==> src/rtl/nios_cpu_oci_dct_packer.sv <==
// rtl/nios_cpu_oci_dct_packer.sv - packs OCI trace fragments into dct_buffer words
//
// Purpose: accumulates FRAG_W-bit trace fragments into NUM_FRAGS-fragment words,
// presents them on a valid/ready output, sequences the end-of-test drain and
// flags dropped fragments. The trace source cannot be stalled.
//
// Ports:
//   clk, reset        system clock, synchronous active-high reset
//   frag_valid/data   incoming trace fragment (no backpressure)
//   flush             pulse: emit the current partial word
//   test_ending       level or pulse: start the end-of-test drain
//   dct_buffer/count  output word and its fragment count (1..NUM_FRAGS)
//   dct_valid/ready   output handshake
//   overflow          sticky: a fragment was dropped
//   test_has_ended    sticky: drain complete
//   stat_words/drops  dequeue and drop counters, saturating
//                     (present only when DCT_PACKER_STATS_EN is defined)
module nios_cpu_oci_dct_packer #(
    parameter int FRAG_W    = 2,
    parameter int NUM_FRAGS = 15,
    parameter int CNT_W     = 4
) (
    input  logic                        clk,
    input  logic                        reset,
    input  logic                        frag_valid,
    input  logic [FRAG_W-1:0]           frag_data,
    input  logic                        flush,
    input  logic                        test_ending,
    output logic [FRAG_W*NUM_FRAGS-1:0] dct_buffer,
    output logic [CNT_W-1:0]            dct_count,
    output logic                        dct_valid,
    input  logic                        dct_ready,
    output logic                        overflow,
    output logic                        test_has_ended
`ifdef DCT_PACKER_STATS_EN
    ,
    output logic [15:0]                 stat_words,
    output logic [15:0]                 stat_drops
`endif
);

    localparam int ACC_W = FRAG_W * NUM_FRAGS;
    localparam logic [CNT_W-1:0] FULL = CNT_W'(NUM_FRAGS);

    logic [ACC_W-1:0] acc, acc_nxt, frag_word;
    logic [CNT_W-1:0] acc_cnt, cnt_nxt;
    logic             flush_pend, fp_nxt;
    logic             end_latch;
    logic             slot_free, full, xfer, drop, accept, flush_req, dequeue;

    always_comb begin
        slot_free = !dct_valid || dct_ready;
        full      = (acc_cnt == FULL);
        xfer      = slot_free && (full || (flush_pend && (acc_cnt != '0)));
        // Once the drain has started, fragments are ignored rather than dropped.
        drop      = frag_valid && !end_latch && full && !slot_free;
        accept    = frag_valid && !end_latch && !drop;
        flush_req = flush || (test_ending && !end_latch);
        dequeue   = dct_valid && dct_ready;
        frag_word = ACC_W'(frag_data);

        acc_nxt = acc;
        cnt_nxt = acc_cnt;
        if (xfer) begin
            // A fragment arriving with the transfer starts the fresh word.
            acc_nxt = accept ? frag_word : '0;
            cnt_nxt = accept ? CNT_W'(1) : '0;
        end else if (accept) begin
            acc_nxt = acc | (frag_word << (acc_cnt * FRAG_W));
            cnt_nxt = acc_cnt + CNT_W'(1);
        end

        // A flush only arms when something will be left to emit; a flush that
        // coincides with a full-word transfer applies to the new contents.
        fp_nxt = (flush_pend && !xfer) || (flush_req && (cnt_nxt != '0));
    end

    always_ff @(posedge clk) begin
        if (reset) begin
            acc            <= '0;
            acc_cnt        <= '0;
            flush_pend     <= 1'b0;
            end_latch      <= 1'b0;
            dct_buffer     <= '0;
            dct_count      <= '0;
            dct_valid      <= 1'b0;
            overflow       <= 1'b0;
            test_has_ended <= 1'b0;
        end else begin
            acc        <= acc_nxt;
            acc_cnt    <= cnt_nxt;
            flush_pend <= fp_nxt;
            if (test_ending)
                end_latch <= 1'b1;
            if (xfer) begin
                dct_buffer <= acc;
                dct_count  <= acc_cnt;
                dct_valid  <= 1'b1;
            end else if (dequeue) begin
                dct_valid  <= 1'b0;
            end
            if (drop)
                overflow <= 1'b1;
            if (end_latch && (acc_cnt == '0) && !flush_pend && !dct_valid)
                test_has_ended <= 1'b1;
        end
    end

`ifdef DCT_PACKER_STATS_EN
    always_ff @(posedge clk) begin
        if (reset) begin
            stat_words <= '0;
            stat_drops <= '0;
        end else begin
            if (dequeue && (stat_words != 16'hFFFF))
                stat_words <= stat_words + 16'd1;
            if (drop && (stat_drops != 16'hFFFF))
                stat_drops <= stat_drops + 16'd1;
        end
    end
`endif

endmodule
==> config.mk <==
export PLATFORM = sky130hd
export DESIGN_NAME = nios_cpu_oci_dct_packer
export DESIGN_NICKNAME = d
export VERILOG_FILES = /design/src/rtl/nios_cpu_oci_dct_packer.sv
export SDC_FILE = /design/constraint.sdc
export NUM_CORES = 1
export LEC_CHECK = 0
export BUFFER_PORTS_ARGS = -buffer_cell sky130_fd_sc_hd__buf_2
export CORE_MARGIN = 8
export CORE_UTILIZATION = 40
export DETAILED_ROUTE_END_ITERATION = 16
export MAX_ROUTING_LAYER = met4
export PLACE_DENSITY = 0.61
export SYNTH_ARGS = -nofsm -noshare
export SYNTH_HDL_FRONTEND = slang
export SYNTH_SLANG_ARGS = --single-unit
==> constraint.sdc <==
create_clock -name clk -period 3.4 [get_ports clk]
set_clock_uncertainty 0.1 [all_clocks]
set_input_delay 0.68 -clock clk [delete_from_list [all_inputs] [get_ports clk]]
set_output_delay 0.68 -clock clk [all_outputs]
set_load 0.03 [all_outputs]
Yosys cells after proc, flatten, opt, wreduce, memory -nomap -nowiden:

Index checks and enable logic that the tools add are counted.

* input bits: 8
* word-level logic and storage cells: 49
* output and inout bits: 37
* register bits after elaboration: 73

* shift operators: 1
* eq/ne operators: 1
* muxes and demuxes: 8
* add/subtract/negate cells: 1
* bitwise operators: 1
* reduce and logical (&&, ||, !) cells: 28

Operators with widths (count)
* 30-bit 2-to-1 mux: 2
* 30-bit bitwise OR: 1
* 2-bit by 5-bit left shift with 30-bit output: 1
* 1-bit logical AND: 13
* 4-bit 2-to-1 mux: 2
* 4-bit nonzero test: 2
* 1-bit logical NOT: 6
* 4-bit by 1-bit adder with 4-bit output (second input constant): 1
* 4-bit == test (second input constant): 1
* 4-bit logical NOT: 1
* 1-bit logical OR: 4
* 2-bit nonzero test: 2
* 1-bit 2-to-1 mux: 3
* 2-bit 2-to-1 mux: 1

Longest topological paths before layout:

* depth after elaboration: 11
* gate-level depth with buffers: 10
* depth with buffers taken out: 7

Worst setup path before layout:

No wires, ideal clock.

* path kind: register -> register
* from: register acc_cnt[1]
* to: register acc[0]
* stages on the path, launching flop included: 11
* clock period less this slack: 1.938 ns
* setup time: 0.121 ns
* buffers on the path: 3
* path slack: 1.462 ns
* arrival time: 1.717 ns
* cell sequence: dfxtp_1 -> clkbuf_1 -> inv_1 -> ha_1 -> nand2b_1 -> nand3_1 -> and2_1 -> buf_6 -> buf_4 -> nand3b_1 -> o21ai_1

* word-level cells in the longest chain between the ends: 7
* elaborated cells between the ends (all ways): 15
* classes of those cells: eq/ne (1); shift (1); mux (3); bitwise (1); reduce/logical (9)

Ends and longest elaborated chain
* from (decl): line 46 `logic [CNT_W-1:0] acc_cnt, cnt_nxt;`
* from (signal assigned): line 91 `acc_cnt <= cnt_nxt;`
* 4-bit == test: line 53 `full = (acc_cnt == FULL);`
* 1-bit logical AND (2 in series): line 56 `drop = frag_valid && !end_latch && full && !slot_free;`
* 1-bit logical NOT: line 57 `accept = frag_valid && !end_latch && !drop;`
* 1-bit logical AND: line 57
* 2-bit 2-to-1 mux: line 66 `acc_nxt = accept ? frag_word : '0;`
* 30-bit 2-to-1 mux: line 64 `if (xfer) begin`
* to (signal assigned): line 90 `acc <= acc_nxt;`
* to (decl): line 45 `logic [ACC_W-1:0] acc, acc_nxt, frag_word;`

Several ways; a longest one is shown, not always the timed one. The select of a mux whose other input is x is not followed.
A chain may end at the register's enable or synchronous reset.

Worst setup path in the final report:

* from: register acc_cnt[1]
* to: register flush_pend

* word-level cells in the longest chain between the ends: 10
* elaborated cells between the ends (all ways): 18
* classes of those cells: add/sub (1); eq/ne (1); mux (3); reduce/logical (13)

Ends and longest elaborated chain
* 4-bit == test: line 53
* 1-bit logical AND (2 in series): line 56
* 1-bit logical NOT: line 57
* 1-bit logical AND: line 57
* 4-bit 2-to-1 mux / 1-bit 2-to-1 mux (equally long branches): line 68, 67
* 4-bit 2-to-1 mux: line 64
* 4-bit nonzero test: line 75 `fp_nxt = (flush_pend && !xfer) || (flush_req && (cnt_nxt != '0));`
* 1-bit logical AND: line 75
* 1-bit logical OR *: line 75
* to (signal assigned): line 92 `flush_pend <= fp_nxt;`
* to (decl): line 47 `logic flush_pend, fp_nxt;`

Every way passes the cells marked *; elsewhere a longest branch is shown, timed or not.

==> run_results.csv <==
group,metric,value,unit
worst_setup_path,max_stage_delay,0.58,ns
yosys,syn_avg_cell_area,8.18,um^2
yosys,synthFlopType,"dfxtp_1",
worst_setup_path,crit_type,"reg -> reg",
timing,hold_viol,0,
placement,portBuffers,44,
final_layout,layout_commonest_cell,"dfxtp_1",
worst_setup_path,cp-start-kind,"flop",
die,die_area,9760,um^2
run_status,status,"completed",
yosys,syn_area,2740,um^2
final_layout,area_delta_synth_final,17.5,%
pwr,power,1.80,mW
final_layout,fin_util,0.480,
detailed_routing,drc,0,
yosys,ys.warnings.count,0,
die,initial_core_util,0.408,
timing,fin_crit,2.35,ns
die,std_cell_rows,30,
worst_setup_path,path_cells,"inv_1 > ha_1 > nand2b_1 > nand3_1 > and2_1 > buf_4 > nand2b_1 > buf_4 > o32ai_1",
clock_tree,cts_buffers,9,
worst_hold_path,hp-class,"reg -> reg",
final_layout,multiInputGateArea,1150,um^2
grt,grt.total_usage,0.135,
placement,dp_hpwl,4.24,mm
clock_tree,insertion_delay,0.34,ns
worst_setup_path,endpoint_kind,"flop",
clock_tree,cts.clk_slew.worst_paths,0.08,ns
grt,first_global_vias,2297,
clock_tree,post_cts_buffers,0,
die,dieWidth,98.8,um
grt,antenna_found_initial,0,
grt,grt_first_pass_wirelength,10.5,mm
clock_tree,htreeDepth,3,
detailed_routing,ant_nets,0,
placement,gp_congestion,0.815,
yosys,syn_nets,345,
timing,fin_crit_sh,0.691,
worst_setup_path,critPathSlowestCell,"dfxtp_1",
pwr,leakagePower,1.29,nW
die,core,6720,um^2
timing,slew_headroom,0.592,
worst_setup_path,worst_ep_arrival_time,2.47,ns
grt,globalRouteOverflowTotal,0,
final_layout,drive_gt1_frac,0.186,
clock_tree,cts_tree,"done",
timing,slew_violations,0,
grt,grt_max_degree,34,
detailed_routing,wire_per_inst,13.7,um
clock_tree,postCtsHoldBufs,0,
clock_tree,clock_path_buffers,2,
yosys,ys_seq_elements,73,
pwr,power_density,558,nW/um^2
worst_setup_path,crit_fanout,32,
yosys,synth_edf_count,0,
timing,setup_viol,0,
yosys,async_flop_share,0,
clock_tree,cts_resized,0,
final_layout,layout_common_cells,"dfxtp_1, nand2_1, a21oi_1, nor2_1, buf_2",
timing,fmax,0.426,GHz
clock_tree,root_buffer,"clkbuf_8",
detailed_routing,drt-initial-drc-count,82,
clock_tree,clock_sinks,73,
die,io_pins,45,
final_layout,seqCellArea,1460,um^2
die,fp.dieH,98.8,um
job,maxCapViolCount,0,
final_layout,final_nets,382,
timing,fin_ws,1.05,ns
detailed_routing,wirelength,6.26,mm
timing,tightest_slew,0.610,ns
final_layout,num_antenna_cells,0,
yosys,synth_cell_types,34,
yosys,postSynthCellCount,335,
final_layout,fill_cells,694,
detailed_routing,avgViaCountPerCell,5.00,
timing,rsz0062_at_grt,"false",
worst_setup_path,cp.required,3.52,ns
timing,tns,0,ns
pwr,peakVddDrop,228,uV
yosys,seq_area_frac_synth,0.533,
placement,pre_cts_ws,1.07,ns
detailed_routing,dr.pass1.iters,4,
detailed_routing,vias,2285,
metrics by stage:
stage          cell area (um^2)  hold slack [ns]  std cells
3_3_place_gp               2990            0.338        441
3_5_place_dp               2990            0.342        441
6_report                   3220            0.349        457
2_1_floorplan              2740            0.336        335
5_1_grt                    3220            0.366        457
4_1_cts                    3220            0.352        457
path summary, 6_finish.rpt:
kind	startpoint	to	slack, ns	cells past startpoint
setup / recovery	acc_cnt[1]$_SDFF_PP0_	flush_pend$_SDFF_PP0_	1.05	9
hold / removal	dct_buffer[18]$_SDFFE_PP0N_	dct_buffer[18]$_SDFFE_PP0N_	0.35	2
setup reg to reg	acc_cnt[1]$_SDFF_PP0_	flush_pend$_SDFF_PP0_	1.05	9
hold reg to reg	dct_buffer[18]$_SDFFE_PP0N_	dct_buffer[18]$_SDFFE_PP0N_	0.35	2
layout make-up:
class,instances,area share
Clock inverter,5,0.0264
Timing Repair Buffer,49,0.0800
Sequential cell,73,0.454
Inverter,5,0.00583
Multi-Input combinational cell,234,0.356
Clock buffer,11,0.0470
Tap cell,80,0.0311
critical path, delay by kind of cell, from the launching register on:
| family | cells | cell delay (ns) |
|---|---|---|
| buffers and inverters | 3 | 0.64 |
| AOI/OAI and AO/OA | 1 | 0.12 |
| DFF | 1 | 0.58 |
| adders and majority gates | 1 | 0.20 |
| and+or+nand+nor | 4 | 0.58 |
cell families after synthesis:
group	synth area share
compound gates	0.167
flops	0.533
xor+xnor	0.00639
simple gates	0.236
fa+ha+maj	0.00913
buf+inv	0.0484
power breakdown:
part           internal, mW  total (mW)  switching, mW
Clock                 0.459       0.793          0.335
Sequential            0.866       0.883         0.0168
Combinational        0.0359       0.122         0.0864
sequential cells by signal (all words and copies together) (netlist names):
name	flops
flush_pend	1
test_has_ended	1
acc_cnt	4
overflow	1
end_latch	1
acc	30
dct_valid	1
dct_count	4
dct_buffer	30
per-layer routing:
| metal | wire [um] | GRT usage |
|---|---|---|
| met5 | 0 | - |
| met4 | 119 | 0.0638 |
| met3 | 325 | 0.0352 |
| met2 | 2880 | 0.213 |
| met1 | 2940 | 0.158 |
synthesized netlist by cell type, types with 2 or more instances:
master | number | area share
nand2b_1 | 7 | 0.016
a21oi_1 | 68 | 0.12
nand3b_1 | 3 | 0.0082
inv_1 | 5 | 0.0068
nor3_1 | 3 | 0.0055
nor2b_1 | 2 | 0.0046
and2_1 | 3 | 0.0068
a31oi_1 | 3 | 0.0068
nand3_1 | 4 | 0.0073
dfxtp_1 | 73 | 0.53
buf_2 | 7 | 0.013
o21ai_1 | 2 | 0.0037
buf_4 | 3 | 0.0082
nor2_1 | 46 | 0.063
o21ai_0 | 2 | 0.0037
or3_1 | 2 | 0.0046
clkbuf_1 | 12 | 0.016
ha_1 | 2 | 0.0091
nand2_1 | 72 | 0.099
o32ai_1 | 2 | 0.0064
Power figures use the tool's default switching activity.
